$ cat config.mk
export PLATFORM = sky130hd
export DESIGN_NAME = scan_counter
export DESIGN_NICKNAME = d
export VERILOG_FILES = /design/src/rtl/scan_pkg.sv /design/src/rtl/tick_gen.sv /design/src/rtl/scan_counter.sv
export SDC_FILE = /design/constraint.sdc
export NUM_CORES = 1
export LEC_CHECK = 0
export CAP_MARGIN = 15
export CELL_PAD_IN_SITES_DETAIL_PLACEMENT = 1
export CELL_PAD_IN_SITES_GLOBAL_PLACEMENT = 1
export CORE_MARGIN = 3
export CORE_UTILIZATION = 41
export CTS_BUF_LIST = sky130_fd_sc_hd__clkbuf_4 sky130_fd_sc_hd__clkbuf_8
export DETAILED_ROUTE_END_ITERATION = 8
export PLACE_DENSITY_LB_ADDON = 0.1
export REMOVE_ABC_BUFFERS = 1
export SYNTH_ARGS = -nofsm -noshare
export SYNTH_HDL_FRONTEND = slang
export SYNTH_SLANG_ARGS = --single-unit
$ cat constraint.sdc
create_clock -name i_clk -period 6.7 [get_ports i_clk]
set_clock_uncertainty 0.15 [all_clocks]
set_input_delay 1.34 -clock i_clk [delete_from_list [all_inputs] [get_ports i_clk]]
set_output_delay 1.34 -clock i_clk [all_outputs]
set_load 0.05 [all_outputs]
$ cat src/rtl/scan_pkg.sv
// Shared encodings and the single-advance rule for the scan index sequencer.
package scan_pkg;

    localparam int IDX_W = 4;

    typedef enum logic [1:0] {
        MODE_UP     = 2'b00,
        MODE_DOWN   = 2'b01,
        MODE_BOUNCE = 2'b10
    } mode_e;

    typedef enum logic {
        ST_STOPPED = 1'b0,
        ST_RUN     = 1'b1
    } state_e;

    typedef struct packed {
        logic [IDX_W-1:0] idx;
        logic             dir;
        logic             tc;
    } adv_t;

    // Mode 11 falls into the default branch and behaves as up.
    function automatic adv_t next_adv(
        input logic [1:0]       mode,
        input logic [IDX_W-1:0] idx,
        input logic             dir,
        input logic [IDX_W-1:0] lim
    );
        adv_t r;
        r.idx = idx;
        r.dir = dir;
        r.tc  = 1'b0;
        case (mode)
            MODE_DOWN: begin
                r.dir = 1'b1;
                if (idx == '0) begin
                    r.idx = lim;
                    r.tc  = 1'b1;
                end else begin
                    r.idx = idx - 1'b1;
                end
            end
            MODE_BOUNCE: begin
                if (!dir) begin
                    if (idx >= lim) begin
                        r.dir = 1'b1;
                        r.idx = (lim == '0) ? '0 : lim - 1'b1;
                        r.tc  = 1'b1;
                    end else begin
                        r.idx = idx + 1'b1;
                    end
                end else begin
                    if (idx == '0) begin
                        r.dir = 1'b0;
                        r.idx = (lim == '0) ? '0 : IDX_W'(1);
                        r.tc  = 1'b1;
                    end else begin
                        r.idx = idx - 1'b1;
                    end
                end
            end
            default: begin
                r.dir = 1'b0;
                if (idx >= lim) begin
                    r.idx = '0;
                    r.tc  = 1'b1;
                end else begin
                    r.idx = idx + 1'b1;
                end
            end
        endcase
        return r;
    endfunction

endpackage

$ cat src/rtl/tick_gen.sv
// Prescaler: counts 0..DIV-1 while enabled and flags the last count as a tick.
module tick_gen #(
    parameter int DIV = 4
) (
    input  logic i_clk,
    input  logic i_rst,
    input  logic i_en,
    input  logic i_clr,
    output logic o_tick
);

    localparam int            CW   = (DIV > 1) ? $clog2(DIV) : 1;
    localparam logic [CW-1:0] LAST = CW'(DIV - 1);

    logic [CW-1:0] r_cnt;

    always_ff @(posedge i_clk) begin
        if (i_rst || i_clr) begin
            r_cnt <= '0;
        end else if (i_en) begin
            r_cnt <= (r_cnt == LAST) ? '0 : r_cnt + 1'b1;
        end
    end

    assign o_tick = i_en && (r_cnt == LAST);

endmodule

$ cat src/rtl/scan_counter.sv
// Registered 4-bit index sequencer feeding a 4-to-16 decoder: run/stop FSM,
// prescaled advance, up/down/bounce walk bounded by a live upper limit.
module scan_counter
    import scan_pkg::*;
#(
    parameter int DIV = 4
) (
    input  logic             i_clk,
    input  logic             i_rst,
    input  logic             i_start,
    input  logic             i_stop,
    input  logic             i_step,
    input  logic [1:0]       i_mode,
    input  logic             i_load,
    input  logic [IDX_W-1:0] i_load_val,
    input  logic [IDX_W-1:0] i_limit,
    output logic [IDX_W-1:0] o_index,
    output logic             o_tc,
    output logic             o_busy,
    output logic             o_dir
);

    state_e           r_state;
    state_e           w_state_nxt;
    logic [IDX_W-1:0] r_index;
    logic             r_dir;
    logic             r_tc;
    logic             w_tick;
    logic             w_adv;
    adv_t             w_res;

    tick_gen #(.DIV(DIV)) u_tick (
        .i_clk  (i_clk),
        .i_rst  (i_rst),
        .i_en   (r_state == ST_RUN),
        .i_clr  (i_load || i_start),
        .o_tick (w_tick)
    );

    always_ff @(posedge i_clk) begin
        if (i_rst) begin
            r_state <= ST_STOPPED;
        end else begin
            r_state <= w_state_nxt;
        end
    end

    // Any control input in a cycle suppresses that cycle's advance.
    always_comb begin
        w_state_nxt = r_state;
        w_adv       = 1'b0;
        if (i_load) begin
            w_state_nxt = r_state;
        end else if (i_stop) begin
            w_state_nxt = ST_STOPPED;
        end else if (i_start) begin
            w_state_nxt = ST_RUN;
        end else if (r_state == ST_RUN) begin
            w_adv = w_tick;
        end else begin
            w_adv = i_step;
        end
    end

    assign w_res = next_adv(i_mode, r_index, r_dir, i_limit);

    always_ff @(posedge i_clk) begin
        if (i_rst) begin
            r_index <= '0;
            r_dir   <= 1'b0;
            r_tc    <= 1'b0;
        end else if (i_load) begin
            r_index <= (i_load_val > i_limit) ? i_limit : i_load_val;
            r_tc    <= 1'b0;
        end else if (w_adv) begin
            r_index <= w_res.idx;
            r_dir   <= w_res.dir;
            r_tc    <= w_res.tc;
        end else begin
            r_tc    <= 1'b0;
        end
    end

    assign o_index = r_index;
    assign o_tc    = r_tc;
    assign o_busy  = (r_state == ST_RUN);
    assign o_dir   = r_dir;

endmodule

-- Word-level counts from Yosys, hierarchy flattened
Index checks and enable logic that the tools add are counted.
- flip-flop bits (word level): 9
- input bits: 16
- word-level logic and storage cells: 48
- output and inout bits: 7
- magnitude comparators: 2
- reductions and logical operators: 10
- equality and inequality tests: 3
- add/subtract/negate cells: 4
- bitwise logic cells: 2
- multiplexer cells: 22
- operators with widths (cell ; count):
    two-way mux 4 bit ; 8
    one-hot mux 6 bit (2 select lines) ; 1
    two-way mux 1 bit ; 9
    zero test 4 bit ; 2
    subtractor 4 x 1 -> 4 bit, second input constant ; 2
    two-way mux 2 bit ; 3
    two-way mux 6 bit ; 1
    adder 4 x 1 -> 4 bit, second input constant ; 1
    equality test 2 bit, second input constant ; 2
    >= comparator 4 bit ; 1
    > comparator 4 bit ; 1
    AND reduction 2 bit ; 2
    nonzero test 2 bit ; 2
    OR reduction 3 bit ; 1
    adder 2 x 1 -> 2 bit, second input constant ; 1
    equality test 2 x 1 -> 1 bit, second input constant ; 1
    logical OR 1 bit ; 2
    inverter 1 bit ; 2
    logical AND 1 bit ; 1

-- Logic depth before layout (Yosys ltp)
- depth in word-level cells: 8
- gate-level depth with buffers: 8
- depth with buffers taken out: 8

-- Modules after synthesis
A second synthesis with hierarchy kept.
- cells, all modules: 139
- area, all modules: 1089.8 µm²
- by module, submodules not included (module ; area each (µm²) ; times used ; cells each ; sequential area each (µm²)):
    scan_counter ; 988.4 ; 1 ; 130 ; 140.1
    tick_gen ; 101.3 ; 1 ; 9 ; 40.0

-- Worst setup path before layout
Ideal clock, no wire load.
- path type: in2reg
- from: input port i_limit[0]
- to: register r_index[1] (netlist: o_index[1])
- stages on the path: 7
- buffers on the path: 0
- arrival: 2.977 ns
- setup slack: 3.486 ns
- required time: 6.464 ns
- library setup time: 0.086 ns
- cell sequence: ha_1 > nand2b_4 > a2111oi_4 > o211a_1 > o31ai_1 > a221o_1 > a221oi_2
- word-level cells in the longest chain between the ends: 7
- elaborated cells between the ends (all ways): 12
- those cells by class: 1 x add/sub; 2 x order compare; 8 x mux; 1 x reduce/logical
- RTL lines (what ; RTL line ; RTL):
    from (decl) ; scan_counter.sv:16 ; input logic [IDX_W-1:0] i_limit,
    subtractor 4 x 1 -> 4 bit / zero test 4 bit (equally long branches) ; scan_pkg.sv:48 ; r.idx = (lim == '0) ? '0 : lim - 1'b1;
    two-way mux 4 bit ; scan_pkg.sv:48 ;
    two-way mux 4 bit ; scan_pkg.sv:46 ; if (idx >= lim) begin
    two-way mux 6 bit ; scan_pkg.sv:45 ; if (!dir) begin
    one-hot mux 6 bit (2 select lines) ; scan_pkg.sv:34 ; case (mode)
    two-way mux 4 bit ; scan_counter.sv:75 ; end else if (w_adv) begin
    two-way mux 4 bit (*) ; scan_counter.sv:72 ; end else if (i_load) begin
    to (signal assigned) ; scan_counter.sv:73 ; r_index <= (i_load_val > i_limit) ? i_limit : i_load_val;
    to (signal assigned) ; scan_counter.sv:76 ; r_index <= w_res.idx;
    to (decl) ; scan_counter.sv:25 ; logic [IDX_W-1:0] r_index;
Mark *: on every way between the ends. The rest lies on a longest branch, timed or not. The select of a mux whose other input is x is not followed.
A chain may end at the register's enable or synchronous reset.

-- Final worst setup path
- from: input port i_limit[0]
- to: register r_tc (netlist: o_tc)
- word-level cells in the longest chain between the ends: 4
- elaborated cells between the ends (all ways): 5
- those cells by class: 1 x order compare; 4 x mux
- RTL lines (what ; RTL line ; RTL):
    >= comparator 4 bit (*) ; scan_pkg.sv:46, scan_pkg.sv:65 ;
    two-way mux 2 bit ; scan_pkg.sv:46 ;
    two-way mux 6 bit ; scan_pkg.sv:45 ;
    one-hot mux 6 bit (2 select lines) (*) ; scan_pkg.sv:34 ;
    to (signal assigned) ; scan_counter.sv:78 ; r_tc <= w_res.tc;
    to (decl) ; scan_counter.sv:27 ; logic r_tc;
Mark *: on every way between the ends. The rest lies on a longest branch, timed or not.

==> metrics.yaml <==
status:
  status: "finished, final reports clean"
critical_path:
  rrSetupSlack_ns: 4.01
  cp-start-kind: "primary input"
  critical_path_peak_fanout: 7
  crit_start: "i_limit[0]"
  worst_ep_arrival_time_ns: 3.75
  timing.rr.end: "o_tc"
  worstSetupPathType: "in2reg"
  cp.required_ns: 6.69
  r2r-start: "o_index[0]"
  critPathCaptureType: "register"
  r2r_cells: 8
min_path:
  min_path_cells: 2
  hold_path.class: "reg2reg"
  min_to: "u_tick.r_cnt[1]"
  worstHoldStart: "u_tick.r_cnt[1]"
clock_tree:
  numClockSinks: 9
  cts-resized-gates: 0
  post-cts-setup-buffer-count: 0
  cts_hold_buffers: 0
  cts_tree: "done"
  cts-root-buf: "clkbuf_4"
  cts_buffer_depth: 2
  clk_pin_slew_worst_paths_ns: 0.07
  cts_buffers: 3
  clk_latency_ns: 0.26
  cts-htree-levels: 1
route:
  vias_per_cell: 5.979
  drt_iter0_drc: 53
  ant_nets: 0
  first_pass_iters: 4
  wl_um: 3284
  avgRoutedWirePerCell_um: 17.38
  route.detailed.drc: 0
  via_count: 1130
sta:
  maxSlewViolCount: 0
  timing.slew.headroom: 0.6651
  hold_viol: 0
  worstMarginPinSlew_ns: 0.5007
  finalSetupViolations: 0
  grt_setup_unrepaired: "no"
  max_freq_ghz: 0.2666
  finalCriticalPeriod_ns: 3.751
  period_share: 0.5599
  finalSetupTns_ns: 0
  layout_setup_ws_ns: 2.949
global_route:
  globalRouteMet1Util: 0.2842
  gr-usage-all-layers: 0.2251
  grt_pass1_wl_um: 5940
  gr-max-usage-layer: "met2"
  antenna_found_initial: 0
  grt_overflow: 0
  grt_pass1_vias: 1256
  grt_max_degree: 12
  met3_usage: 0.03846
  met2_usage: 0.3903
synth:
  async_reset_ff_frac: 0
  synth_area_per_cell_um2: 7.840
  synth_cell_types: 44
  synthesis.instances: 139
  synth_top_area_frac: 0.1653
  ys_top_cells_by_area: "dfxtp_1 17%, ha_1 16%, o21ai_0 5.1%"
  synth_top_area_cell: "dfxtp_1"
  ys_ff_latch: 9
  synth_edf_count: 0
  synth-main-ff-cell: "dfxtp_1"
  ys_seq_area_frac: 0.1653
  yosys_warnings: 0
  syn_area_um2: 1090
power_and_ir_drop:
  power.net_switching_w: 0.00008351
  peakVddDrop_uv: 123.5
  switching_share: 0.3939
  seq_power_share: 0.295
  p_leak_nw: 0.5445
  p_per_area_nw_per_um2: 156.6
  p_comb_frac: 0.481
  pwr-share-clk: 0.224
  cell_internal_pwr_w: 0.0001285
floorplanning:
  core.rowCount: 18
  core_um2: 2500
  dieArea_um2: 3313
  die_h_um: 57.56
  die_w_um: 57.56
  start_util: 0.4359
  ios: 23
finish:
  layout.cells.non_filler: 189
  diodes: 0
  design_area_um2: 1354
  layout_commonest_cell: "clkdlybuf4s50_1"
  seq_area_um2: 180.2
  layout-drive-gt1-share: 0.08176
  fillers: 325
  layout_common_cells: "22 x clkdlybuf4s50_1, 14 x ha_1, 12 x inv_1, 11 x o21ai_0, 10 x nand2_1"
  final_nets: 190
  multi_input_area_um2: 840.8
  syn_to_final_growth_pct: 24.23
place:
  numPortBuffers: 22
  dpl_worst_slack_ns: 2.702
  hpwl_um: 2633
  gp_congestion: 0.8484
  dp_cells: 185
  place_area_um2: 1324
job:
  cap_viol_max_count: 0
routing by layer:
| metal | part of all wire | up-vias | wire, um |
|---|---|---|---|
| met5 | 0 | - | 0 |
| met2 | 0.47 | 29 | 1532 |
| met1 | 0.47 | 535 | 1533 |
| met4 | 0.019 | 0 | 64 |
| li1 | - | 560 | - |
| met3 | 0.047 | 6 | 154 |
Yosys cell counts (3+ instances only):
cell,number
nor2b_1,3
mux2_2,3
nand3_1,3
ha_1,14
a21oi_1,9
nor3_1,6
o31ai_1,3
dfxtp_1,9
inv_1,12
o21ai_0,11
mux2i_1,5
nand2_1,10
o21a_1,3
nor2_1,8
clkbuf_1,5
cell families after synthesis:
logic type / after synthesis / synth area share
AOI/OAI and AO/OA: 43 / 0.2893
xor gates and xnor gates: 2 / 0.01608
adders and majority gates: 14 / 0.1607
buffers and inverters: 18 / 0.06314
DFF: 9 / 0.1653
muxes: 8 / 0.07692
and+or+nand+nor: 45 / 0.2285
through the flow:
stage,power [W],utilization,hold slack (ns)
6_report,0.0002120,0.5415,0.3802
5_1_grt,0.0002289,0.5415,0.4631
4_1_cts,0.0002142,0.5415,0.3884
3_5_place_dp,0.0001649,0.5295,0.3836
3_3_place_gp,0.0001615,0.5295,0.3624
2_1_floorplan,0.0001306,-,0.3491
flip-flops by register name, summed over array words and instances, names as in the netlist:
name          count
o_busy            1
o_dir             1
o_index           4
o_tc              1
u_tick.r_cnt      2
worst max-delay path, stage by stage:
cell and delay [ns]:
clkdlybuf4s50_1 0.59, ha_1 0.27, nand2b_4 0.15, a2111oi_4 0.52, nor2_1 0.22, mux2_2 0.30
a222oi_1 0.27, nor2_1 0.07
worst max-delay path by stage:
stage	to	slack, ns	depth (start not counted)
floorplan	o_index[1]	3.48	7
global placement	o_tc	2.81	8
detailed placement	o_tc	2.70	8
CTS	o_tc	2.97	8
global route	o_tc	2.83	8
finish	o_tc	2.95	8
power groups by stage:
stage | combinational (W) | sequential (W) | clock [W]
after floorplan | 0.0000599 | 0.0000707 | 0
after global placement | 0.0000977 | 0.0000638 | 0
after detailed placement | 0.000101 | 0.0000638 | 0
after CTS | 0.000102 | 0.0000626 | 0.0000499
after global routing | 0.000113 | 0.0000634 | 0.0000528
final | 0.000102 | 0.0000626 | 0.0000474
layout make-up:
type / instances / area share
Inverter: 12 / 0.03327
Timing Repair Buffer: 22 / 0.1627
Sequential cell: 9 / 0.1331
Tap cell: 30 / 0.02773
Clock buffer: 4 / 0.02218
Multi-Input combinational cell: 112 / 0.6211
No activity file was read; power rests on OpenSTA's default activity.
